## config.mk

```make
export PLATFORM = sky130hd
export DESIGN_NAME = mac_acc_pipe
export DESIGN_NICKNAME = d
export VERILOG_FILES = /design/src/rtl/mac_acc_pipe.sv
export SDC_FILE = /design/constraint.sdc
export NUM_CORES = 1
export LEC_CHECK = 0
export ABC_AREA = 1
export CAP_MARGIN = 20
export CORE_AREA = 2 2 199 152
export DETAILED_ROUTE_END_ITERATION = 6
export DIE_AREA = 0 0 201 154
export MAX_ROUTING_LAYER = met4
export PLACE_DENSITY = 0.45
export SKIP_CTS_REPAIR_TIMING = 1
export SYNTH_ARGS = -nofsm -noshare
export SYNTH_HDL_FRONTEND = slang
export SYNTH_SLANG_ARGS = --single-unit
```

## constraint.sdc

```tcl
create_clock -name clk -period 5.11 [get_ports clk]
set_clock_uncertainty 0.05 [all_clocks]
set_input_delay 0.511 -clock clk [delete_from_list [all_inputs] [get_ports clk]]
set_output_delay 0.511 -clock clk [all_outputs]
set_load 0.005 [all_outputs]
```

## src/rtl/mac_acc_pipe.sv

```systemverilog
// Three-stage pipelined signed dot-product accumulator with burst framing, c preload, clamp/wrap and sticky ovf.
// Latency: 3 edges from the sampling edge to out_valid. No backpressure, so every out_valid pulse must be taken.
module mac_acc_pipe #(
   parameter int bw      = 4,
   parameter int psum_bw = 16,
   parameter int lanes   = 4,
   parameter bit sat_en  = 1'b1
) (
   input  logic                    clk,
   input  logic                    reset_n,
   input  logic                    in_valid,
   input  logic                    in_first,
   input  logic                    in_last,
   input  logic [lanes*bw-1:0]     a,
   input  logic [lanes*bw-1:0]     b,
   input  logic [psum_bw-1:0]      c,
   output logic [psum_bw-1:0]      out,
   output logic                    out_valid,
   output logic                    ovf
);
   localparam int MW = 2 * bw;
   localparam int PW = (MW > psum_bw) ? MW : psum_bw;
   localparam int GW = PW + $clog2(lanes) + 1;

   logic                   s1_vld_q, s1_vld_d, s1_first_q, s1_first_d, s1_last_q, s1_last_d;
   logic [lanes*bw-1:0]    s1_a_q, s1_a_d, s1_b_q, s1_b_d;
   logic [psum_bw-1:0]     s1_c_q, s1_c_d;
   logic                   s2_vld_q, s2_vld_d, s2_first_q, s2_first_d, s2_last_q, s2_last_d;
   logic [psum_bw-1:0]     s2_c_q, s2_c_d;
   logic [lanes*MW-1:0]    s2_prod_q, s2_prod_d;
   logic [psum_bw-1:0]     acc_q, acc_d, out_q, out_d;
   logic                   out_vld_q, out_vld_d, ovf_q, ovf_d;

   logic [GW-1:0]          dot, base, sum;
   logic [GW-psum_bw:0]    hi;
   logic                   range_err;
   logic [psum_bw-1:0]     res;

   function automatic logic [MW-1:0] smul(input logic [bw-1:0] x, input logic [bw-1:0] y);
      logic [MW-1:0] xe, ye;
      xe = {{bw{x[bw-1]}}, x};
      ye = {{bw{y[bw-1]}}, y};
      return xe * ye;
   endfunction

   always_comb begin
      s1_vld_d   = in_valid;
      s1_first_d = in_valid ? in_first : s1_first_q;
      s1_last_d  = in_valid ? in_last  : s1_last_q;
      s1_a_d     = in_valid ? a : s1_a_q;
      s1_b_d     = in_valid ? b : s1_b_q;
      s1_c_d     = in_valid ? c : s1_c_q;

      s2_vld_d   = s1_vld_q;
      s2_first_d = s1_first_q;
      s2_last_d  = s1_last_q;
      s2_c_d     = s1_c_q;
      s2_prod_d  = '0;
      for (int i = 0; i < lanes; i++) begin
         s2_prod_d[i*MW +: MW] = smul(s1_a_q[i*bw +: bw], s1_b_q[i*bw +: bw]);
      end

      dot = '0;
      for (int i = 0; i < lanes; i++) begin
         dot = dot + {{(GW-MW){s2_prod_q[i*MW+MW-1]}}, s2_prod_q[i*MW +: MW]};
      end
      base = s2_first_q ? {{(GW-psum_bw){s2_c_q[psum_bw-1]}}, s2_c_q}
                        : {{(GW-psum_bw){acc_q[psum_bw-1]}}, acc_q};
      sum  = base + dot;
      // In range only when every bit above the psum sign bit matches it.
      hi        = sum[GW-1:psum_bw-1];
      range_err = !((&hi) || !(|hi));
      if (range_err && sat_en) begin
         res = sum[GW-1] ? {1'b1, {(psum_bw-1){1'b0}}} : {1'b0, {(psum_bw-1){1'b1}}};
      end else begin
         res = sum[psum_bw-1:0];
      end

      acc_d     = acc_q;
      ovf_d     = ovf_q;
      out_d     = out_q;
      out_vld_d = 1'b0;
      if (s2_vld_q) begin
         acc_d = res;
         ovf_d = (ovf_q & ~s2_first_q) | range_err;
         if (s2_last_q) begin
            out_d     = res;
            out_vld_d = 1'b1;
         end
      end
   end

   always_ff @(posedge clk) begin
      if (!reset_n) begin
         s1_vld_q   <= 1'b0;
         s1_first_q <= 1'b0;
         s1_last_q  <= 1'b0;
         s1_a_q     <= '0;
         s1_b_q     <= '0;
         s1_c_q     <= '0;
         s2_vld_q   <= 1'b0;
         s2_first_q <= 1'b0;
         s2_last_q  <= 1'b0;
         s2_c_q     <= '0;
         s2_prod_q  <= '0;
         acc_q      <= '0;
         out_q      <= '0;
         out_vld_q  <= 1'b0;
         ovf_q      <= 1'b0;
      end else begin
         s1_vld_q   <= s1_vld_d;
         s1_first_q <= s1_first_d;
         s1_last_q  <= s1_last_d;
         s1_a_q     <= s1_a_d;
         s1_b_q     <= s1_b_d;
         s1_c_q     <= s1_c_d;
         s2_vld_q   <= s2_vld_d;
         s2_first_q <= s2_first_d;
         s2_last_q  <= s2_last_d;
         s2_c_q     <= s2_c_d;
         s2_prod_q  <= s2_prod_d;
         acc_q      <= acc_d;
         out_q      <= out_d;
         out_vld_q  <= out_vld_d;
         ovf_q      <= ovf_d;
      end
   end

   assign out       = out_q;
   assign out_valid = out_vld_q;
   assign ovf       = ovf_q;

endmodule
```

## Word-level counts from Yosys, hierarchy flattened

Cells that the tools add are included.

- Register bits after elaboration: 136
- Latch bits: 0
- Memory bits (writable): 0
- Bits in read-only memories: 0
- Bits of input ports: 53
- Output and inout port bits: 18
- Word-level logic and storage cells: 37
- Memories: 0

- Add/sub/neg operators: 4
- $mul: 4
- Divide/modulo/power cells: 0
- $lt $le $gt $ge: 0
- Equality and inequality tests: 0
- Shift operators: 0
- Multiplexer cells: 4
- Bitwise logic cells: 3
- Reductions and logical operators: 7

Operators with widths:

| operator | number |
|---|---|
| $mul 4x4->8 | 4 |
| $mux 16 | 2 |
| $add 19x19->19 | 1 |
| $mux 19 | 1 |
| $add 10x8->11 | 1 |
| $add 9x8->10 | 1 |
| $add 8x8->9 | 1 |
| $reduce_and 2->1 | 2 |
| $reduce_and 4->1 | 1 |
| $reduce_or 4->1 | 1 |
| $logic_not 1->1 | 2 |
| $and 1x1->1 | 1 |
| $logic_or 1x1->1 | 1 |
| $mux 1 | 1 |
| $not 1->1 | 1 |
| $or 1x1->1 | 1 |

## Longest topological paths before layout

Gate-level depths: netlist of the first run.

- Depth in word-level cells: 9
- Mapped depth: 31
- Gate-level depth less buffers: 30

## Worst setup path before layout of the first run

No wires, ideal clock.

- Path type: reg-to-reg
- Start point: register s2_prod_q[1]
- End point: register acc_q[10]
- Library setup time: 0.109 ns
- Data arrival time: 4.440 ns
- Required time: 4.951 ns
- Slack: 0.511 ns
- Cell stages (with the launch flop): 32
- Buffers on the path: 1
- Clock period less this slack: 4.599 ns
- Cell sequence: dfxtp_1 inv_1 fa_1 fa_1 inv_1 ha_1 inv_1 fa_1 o21ai_0 a21oi_1 o21bai_1 nand2_1 nand2_1 a21oi_1 xor2_1 ha_1 nand2_1 nor2_1 nand3_1 o2111ai_1 nand3_2 nand2_2 nand2_2 nand2_2 nand2_1 nand2_2 nand2_4 buf_6 nand2_2 nand3_1 nand2_1 inv_1

- Longest elaborated chain between the ends: 8
- Elaborated cells between the ends (all ways): 10
- Those cells by class: 4 x add/sub; 2 x mux; 4 x reduce/logical

Ends and longest elaborated chain:

| what | RTL line | RTL |
|---|---|---|
| start, declared | 30 | `logic [lanes*MW-1:0] s2_prod_q, s2_prod_d;` |
| start signal, assigned | 121 | `s2_prod_q <= s2_prod_d;` |
| $add 8x8->9 (*) | 65 | `dot = dot + {{(GW-MW){s2_prod_q[i*MW+MW-1]}}, s2_prod_q[i*MW +: MW]};` |
| $add 9x8->10 (*) | 65 |  |
| $add 10x8->11 (*) | 65 |  |
| $add 19x19->19 (*) | 69 | `sum = base + dot;` |
| $reduce_or 4->1 | 72 | `range_err = !((&hi) \|\| !(\|hi));` |
| $logic_not 1->1 | 72 |  |
| $logic_or 1x1->1 | 72 |  |
| $mux 16 (*) | 73 | `if (range_err && sat_en) begin` |
| end signal, assigned | 106 | `acc_q <= '0;` |
| end signal, assigned | 122 | `acc_q <= acc_d;` |
| end, declared | 31 | `logic [psum_bw-1:0] acc_q, acc_d, out_q, out_d;` |

Mark *: on every way between the ends. The rest lies on a longest branch, timed or not.
A chain may end at the register's enable or synchronous reset.

## Worst setup path after layout of the first run

- Start point: register s2_prod_q[1]
- End point: register out_q[11] (netlist: out[11])

- Longest elaborated chain between the ends: 8
- Elaborated cells between the ends (all ways): 10
- Those cells by class: 4 x add/sub; 2 x mux; 4 x reduce/logical

Ends and longest elaborated chain:

| what | RTL line | RTL |
|---|---|---|
| $add 8x8->9 (*) | 65 |  |
| $add 9x8->10 (*) | 65 |  |
| $add 10x8->11 (*) | 65 |  |
| $add 19x19->19 (*) | 69 |  |
| $reduce_or 4->1 | 72 |  |
| $logic_not 1->1 | 72 |  |
| $logic_or 1x1->1 | 72 |  |
| $mux 16 (*) | 73 |  |
| end signal, assigned | 123 | `out_q <= out_d;` |
| end, declared | 31 |  |

Marks and branches as above.

==> impl_metrics.ini, run 1 <==
[finish]
regArea_um2 = 2720
multi_input_area_um2 = 4750
stdcell_count = 1588
diodes = 0
fill_cells = 3043
area.growth.synth_to_final_pct = 20.9
nNetsFinal = 1364
finish.utilization_pct = 35.9
drive_gt1_share_pct = 7.61

[grt]
antenna_found_initial = 0
grt_max_degree = 59
overflow = 0
gr-usage-all-layers_pct = 14.9
grt_pass1_wl_um = 35300
grt_pass1_vias = 6834

[floorplan]
rows = 54
ios = 71
die_h_um = 154
die_area_um2 = 31000
chipWidth_um = 201
floorplan.initialDensity_pct = 29.7
core_um2 = 28900

[pwr]
clock_power_share_pct = 30.9
p_sw_share_pct = 38.7
power_mw = 4.09
p_leak_nw = 5.41
ir_drop_uv = 252
p_switching_mw = 1.58
power_density_nw_per_um2 = 395
seqPwrFrac_pct = 29.0
combPwrFrac_pct = 40.1
p_int_mw = 2.51

[routing]
via_per_inst = 4.21
dr_total_vias = 6692
drt_iter0_markers = 384
finalWirelength_um = 20500
wl_per_cell_um = 12.9
post-route-drc-count = 0
dr.pass1.iters = 5
antenna_left = 0

[timing]
setup_tns_ns = 0
fin_crit_sh_pct = 92.9
hold_viol_final = 0
tightest_slew_ns = 0.977
slew_viol_final = 0
slew_headroom_pct = 34.8
max_freq_mhz = 211
layout_min_cycle_time_ns = 4.74
setup_viol = 0
layout_setup_ws_ns = 0.365

[run_status]
status = finished, final reports clean

[logic_synthesis]
avgSynthCellArea_um2 = 7.70
yosys-top-cells-area = dfxtp_1 (32%), fa_1 (13%), inv_1 (11%)
synth_top_area_share_pct = 31.8
synth.distinct_cells = 33
postSynthCellCount = 1113
synth_fp_nets = 1294
seq_area_frac_synth_pct = 31.8
ys_warn_count = 0
synth_area_um2 = 8570
synth-seq-cells = 136
synth_area_leader_cell = dfxtp_1

[worst_hold_path]
min_path_type = reg -> reg

[placement]
place_hpwl_um = 15800
port_buffers = 70
placed_cells = 1552
gp_congestion = 0.855
place_ws_ns = 0.0124

[clock_tree]
clkSinkCount = 136
root_buffer = clkbuf_16
cts_tree = yes
clk_latency_ns = 0.43
clk_path_buf_depth = 2
clkTransAtPathRegs_ns = 0.07
cts_buffers = 17
cts_max_level = 4

[setup_path]
critical_path_class = reg -> reg
start_kind = register
cp_common_cell = nand2_1
cp-end-kind = register
cp_slowest_cell = fa_1
critPathMaxFanout = 19
slowest_delay_ns = 0.55
critPathArrivalTime_ns = 5.03
crit_required_ns = 5.39

[flow_run]
maxCapViolations = 0
==> power groups by stage <==
stage                     Sequential [mW]  Combinational [mW]  Clock, mW
final                                1.18                1.64       1.26
after global routing                 1.19                1.86       1.35
after CTS                            1.18                1.58       1.31
after detailed placement             1.21                1.57          0
after global placement               1.21                1.58          0
after floorplan                      1.19                1.22          0
==> cells by family after synthesis <==
| family | Yosys count | share of synthesized area [%] |
|---|---|---|
| AND/OR/NAND/NOR | 344 | 17.0 |
| buffers and inverters | 297 | 13.4 |
| AO/OA/AOI/OAI | 171 | 10.5 |
| flip-flops | 136 | 31.8 |
| adder cells (fa/ha/maj) | 128 | 23.4 |
| XOR/XNOR | 37 | 3.87 |
==> state kept, by name, indices dropped and copies added, names as in the netlist, 16 cells and up <==
register   flops
s1_b_q        16
s1_c_q        16
out           16
s2_prod_q     32
acc_q         16
s1_a_q        16
s2_c_q        16
==> cell usage in the layout (no fill, tap or decap), types with 2 or more instances in the layout <==
cell	synthesis	final
xor2_1	18	18
a21oi_1	67	67
clkbuf_16	0	17
dfxtp_1	136	136
nand2_8	0	2
fa_1	54	53
a31oi_1	2	2
nand4_1	2	2
clkinvlp_4	0	2
inv_6	0	6
nand2_2	18	18
nand2_1	178	178
o21bai_1	2	2
xnor2_1	18	18
bufinv_16	0	2
clkdlybuf4s50_1	0	69
clkinv_2	0	2
o2111ai_2	0	2
ha_1	74	73
nor2_1	93	92
nor2_2	2	3
buf_4	0	14
nand3_1	34	34
o22ai_1	18	18
o21ai_0	77	76
inv_1	262	261
clkinv_1	1	2
nand3_2	4	4
or2_2	8	8
==> cells in the mapped netlist, drive strengths merged <==
library cell  number
o22ai             18
inv              263
nand2            199
fa                54
nand4              2
ha                74
xnor2             19
clkinv             1
o31ai              1
a21oi             68
o2111ai            2
nor3               1
or2                8
buf               10
a31oi              2
clkbuf            23
dfxtp            136
o21bai             2
o21ai             77
nor4               1
nand3             38
nor2              95
xor2              18
o211ai             1
==> layer usage <==
metal | GRT usage (%) | wire length [um] | up-vias
met5 | - | 0 | -
met4 | 4.66 | 227 | 0
met3 | 2.59 | 639 | 16
met2 | 20.1 | 7990 | 104
met1 | 22.3 | 11700 | 3024
li1 | - | - | 3548
==> layout make-up <==
| type | count | area share (%) |
|---|---|---|
| Multi-Input combinational cell | 680 | 45.9 |
| Sequential cell | 136 | 26.3 |
| Inverter | 264 | 9.59 |
| Timing Repair Buffer | 84 | 7.73 |
| Tap cell | 392 | 4.74 |
| Clock buffer | 18 | 4.24 |
| Clock inverter | 14 | 1.52 |
==> worst max-delay path, delay by kind of cell, from the launching register on <==
family	cells	cell delay, ns
fa+ha+maj	5	1.82
simple gates	13	1.22
compound gates	5	0.63
buf+inv	6	0.47
flops	1	0.31
xor+xnor	1	0.15
==> stage by stage <==
step,instance area (um2),hold slack [ns]
final,10400,0.356
after global routing,10400,0.389
after CTS,10300,0.360
after detailed placement,9680,0.351
after global placement,9680,0.348
after floorplan,8570,0.340
==> worst paths after layout <==
kind	start	to	slack (ns)	cells after the start
max	s2_prod_q[1]$_SDFF_PN0_	out[11]$_SDFFE_PN0P_	0.37	30
min	s1_vld_q$_SDFF_PN0_	s2_vld_q$_SDFF_PN0_	0.36	2
max reg2reg	s2_prod_q[1]$_SDFF_PN0_	out[11]$_SDFFE_PN0P_	0.37	30
min reg2reg	s1_vld_q$_SDFF_PN0_	s2_vld_q$_SDFF_PN0_	0.36	2
Power figures use the tool's default switching activity.
==> inputs of run 2 (changes only) <==
--- a/config.mk
+++ b/config.mk
@@ -7,11 +7,13 @@
 export LEC_CHECK = 0
 export ABC_AREA = 1
 export CAP_MARGIN = 20
+export CELL_PAD_IN_SITES_DETAIL_PLACEMENT = 1
+export CELL_PAD_IN_SITES_GLOBAL_PLACEMENT = 2
 export CORE_AREA = 2 2 199 152
 export DETAILED_ROUTE_END_ITERATION = 6
 export DIE_AREA = 0 0 201 154
 export MAX_ROUTING_LAYER = met4
-export PLACE_DENSITY = 0.45
+export PLACE_DENSITY = 0.69
 export SKIP_CTS_REPAIR_TIMING = 1
 export SYNTH_ARGS = -nofsm -noshare
 export SYNTH_HDL_FRONTEND = slang
==> run 2 against run 1 <==
Clock-buffer cell count is 1 lower; sequential power is essentially flat; non-clock buffer count rose by 8; largest cell class unchanged; highest routed layer unchanged.
==> impl_metrics.ini, run 2 (synthesis gave the netlist of run 1 again) <==
[floorplan]
chipWidth_um = 201
core_um2 = 28900
die_area_um2 = 31000
floorplan.initialDensity_pct = 29.7
ios = 71
die_h_um = 154
rows = 54

[routing]
finalWirelength_um = 22500
antenna_left = 0
via_per_inst = 4.33
wl_per_cell_um = 14.1
drt_iter0_markers = 236
post-route-drc-count = 0
dr_total_vias = 6908
dr.pass1.iters = 4

[clock_tree]
cts_buffers = 17
clkSinkCount = 136
root_buffer = clkbuf_16
clk_path_buf_depth = 2
clkTransAtPathRegs_ns = 0.07
cts_max_level = 4
clk_latency_ns = 0.44
cts_tree = yes

[grt]
grt_pass1_vias = 7487
gr-usage-all-layers_pct = 16.2
grt_pass1_wl_um = 38700
overflow = 0
antenna_found_initial = 0
grt_max_degree = 59

[setup_path]
r2r.worst_path.cells = 30
critPathArrivalTime_ns = 5.03
critical_path_class = reg -> reg
start_kind = register
r2r-start = s2_prod_q[17]$_SDFF_PN0_
crit_start = s2_prod_q[17]$_SDFF_PN0_
cp-end-kind = register
crit_required_ns = 5.42
slowest_delay_ns = 0.55
cp_slowest_cell = fa_1
reg2reg_slack_ns = 0.39
critPathMaxFanout = 8
cp_common_cell = nand2_1

[pwr]
power_density_nw_per_um2 = 410
clock_power_share_pct = 29.4
p_int_mw = 2.58
p_leak_nw = 5.47
p_sw_share_pct = 39.9
p_switching_mw = 1.72
ir_drop_uv = 227
combPwrFrac_pct = 43.0
seqPwrFrac_pct = 27.6

[finish]
largest_reg_flops = 32
stdcell_count = 1597
drive_gt1_share_pct = 9.21
mostFrequentLayoutCells = inv_1 (261), nand2_1 (173), dfxtp_1 (136)
regMostFlops = s2_prod_q
diodes = 0
fill_cells = 3526
area.growth.synth_to_final_pct = 22.5
final_common_cell = inv_1
nNetsFinal = 1373

[timing]
slew_viol_final = 0
layout_setup_ws_ns = 0.390
layout_min_cycle_time_ns = 4.72
max_freq_mhz = 212
fin_crit_sh_pct = 92.4
slew_headroom_pct = 33.0
setup_viol = 0
hold_viol_final = 0
tightest_slew_ns = 1.00

[placement]
place_hpwl_um = 17300
gp_congestion = 0.808
place_ws_ns = 0.0768
placed_cells = 1552
port_buffers = 70

[worst_hold_path]
holdCritStartpoint = s1_vld_q$_SDFF_PN0_
hold_depth = 2
min_path_type = reg -> reg

[flow_run]
maxCapViolations = 0

[run_status]
status = finished, final reports clean
run 2: metal layers:
metal,up-vias,wire length (um),track usage [%]
met5,-,0,-
met4,0,229,3.81
li1,3548,-,-
met1,3294,12500,23.0
met2,50,9340,24.0
met3,16,415,2.73
run 2: per-stage QoR:
step	TNS [ns]	hold slack (ns)	cell area (um2)	util [%]	power (mW)
floorplan	0	0.340	8570	-	2.41
global placement	0	0.343	9690	33.6	2.80
detailed placement	0	0.358	9690	33.6	2.82
CTS	0	0.370	10300	35.6	4.13
global route	-0.157	0.396	10500	36.4	4.66
finish	0	0.371	10500	36.4	4.30
run 2: power groups by stage:
stage / registers (mW) / clock network [mW] / logic (mW)
after floorplan: 1.19 / 0 / 1.22
after global placement: 1.21 / 0 / 1.59
after detailed placement: 1.21 / 0 / 1.61
after CTS: 1.19 / 1.31 / 1.63
after global routing: 1.19 / 1.36 / 2.11
final: 1.19 / 1.26 / 1.85
run 2: area by class of cell:
class / count / area, um2 / share of cell area, %
clock inverter: 15 / 160 / 1.53
sequential: 136 / 2720 / 25.9
timing repair buffer: 92 / 898 / 8.56
multi-input combinational: 681 / 4810 / 45.8
clock buffer: 17 / 425 / 4.05
tap: 392 / 490 / 4.67
inverter: 264 / 996 / 9.49
run 2: path summary, 6_finish.rpt:
path	end
worst max-delay path	out[1]$_SDFFE_PN0P_
worst min-delay path	s2_vld_q$_SDFF_PN0_
worst max register to register	out[1]$_SDFFE_PN0P_
worst min register to register	s2_vld_q$_SDFF_PN0_
run 2: critical path: cells and delay by family, from the launching register on:
kind,cells,cell delay (ns)
flip-flops,1,0.30
buffers and inverters,5,0.43
adder cells (fa/ha/maj),5,1.87
AND/OR/NAND/NOR,13,1.11
XOR/XNOR,1,0.14
AO/OA/AOI/OAI,6,0.71
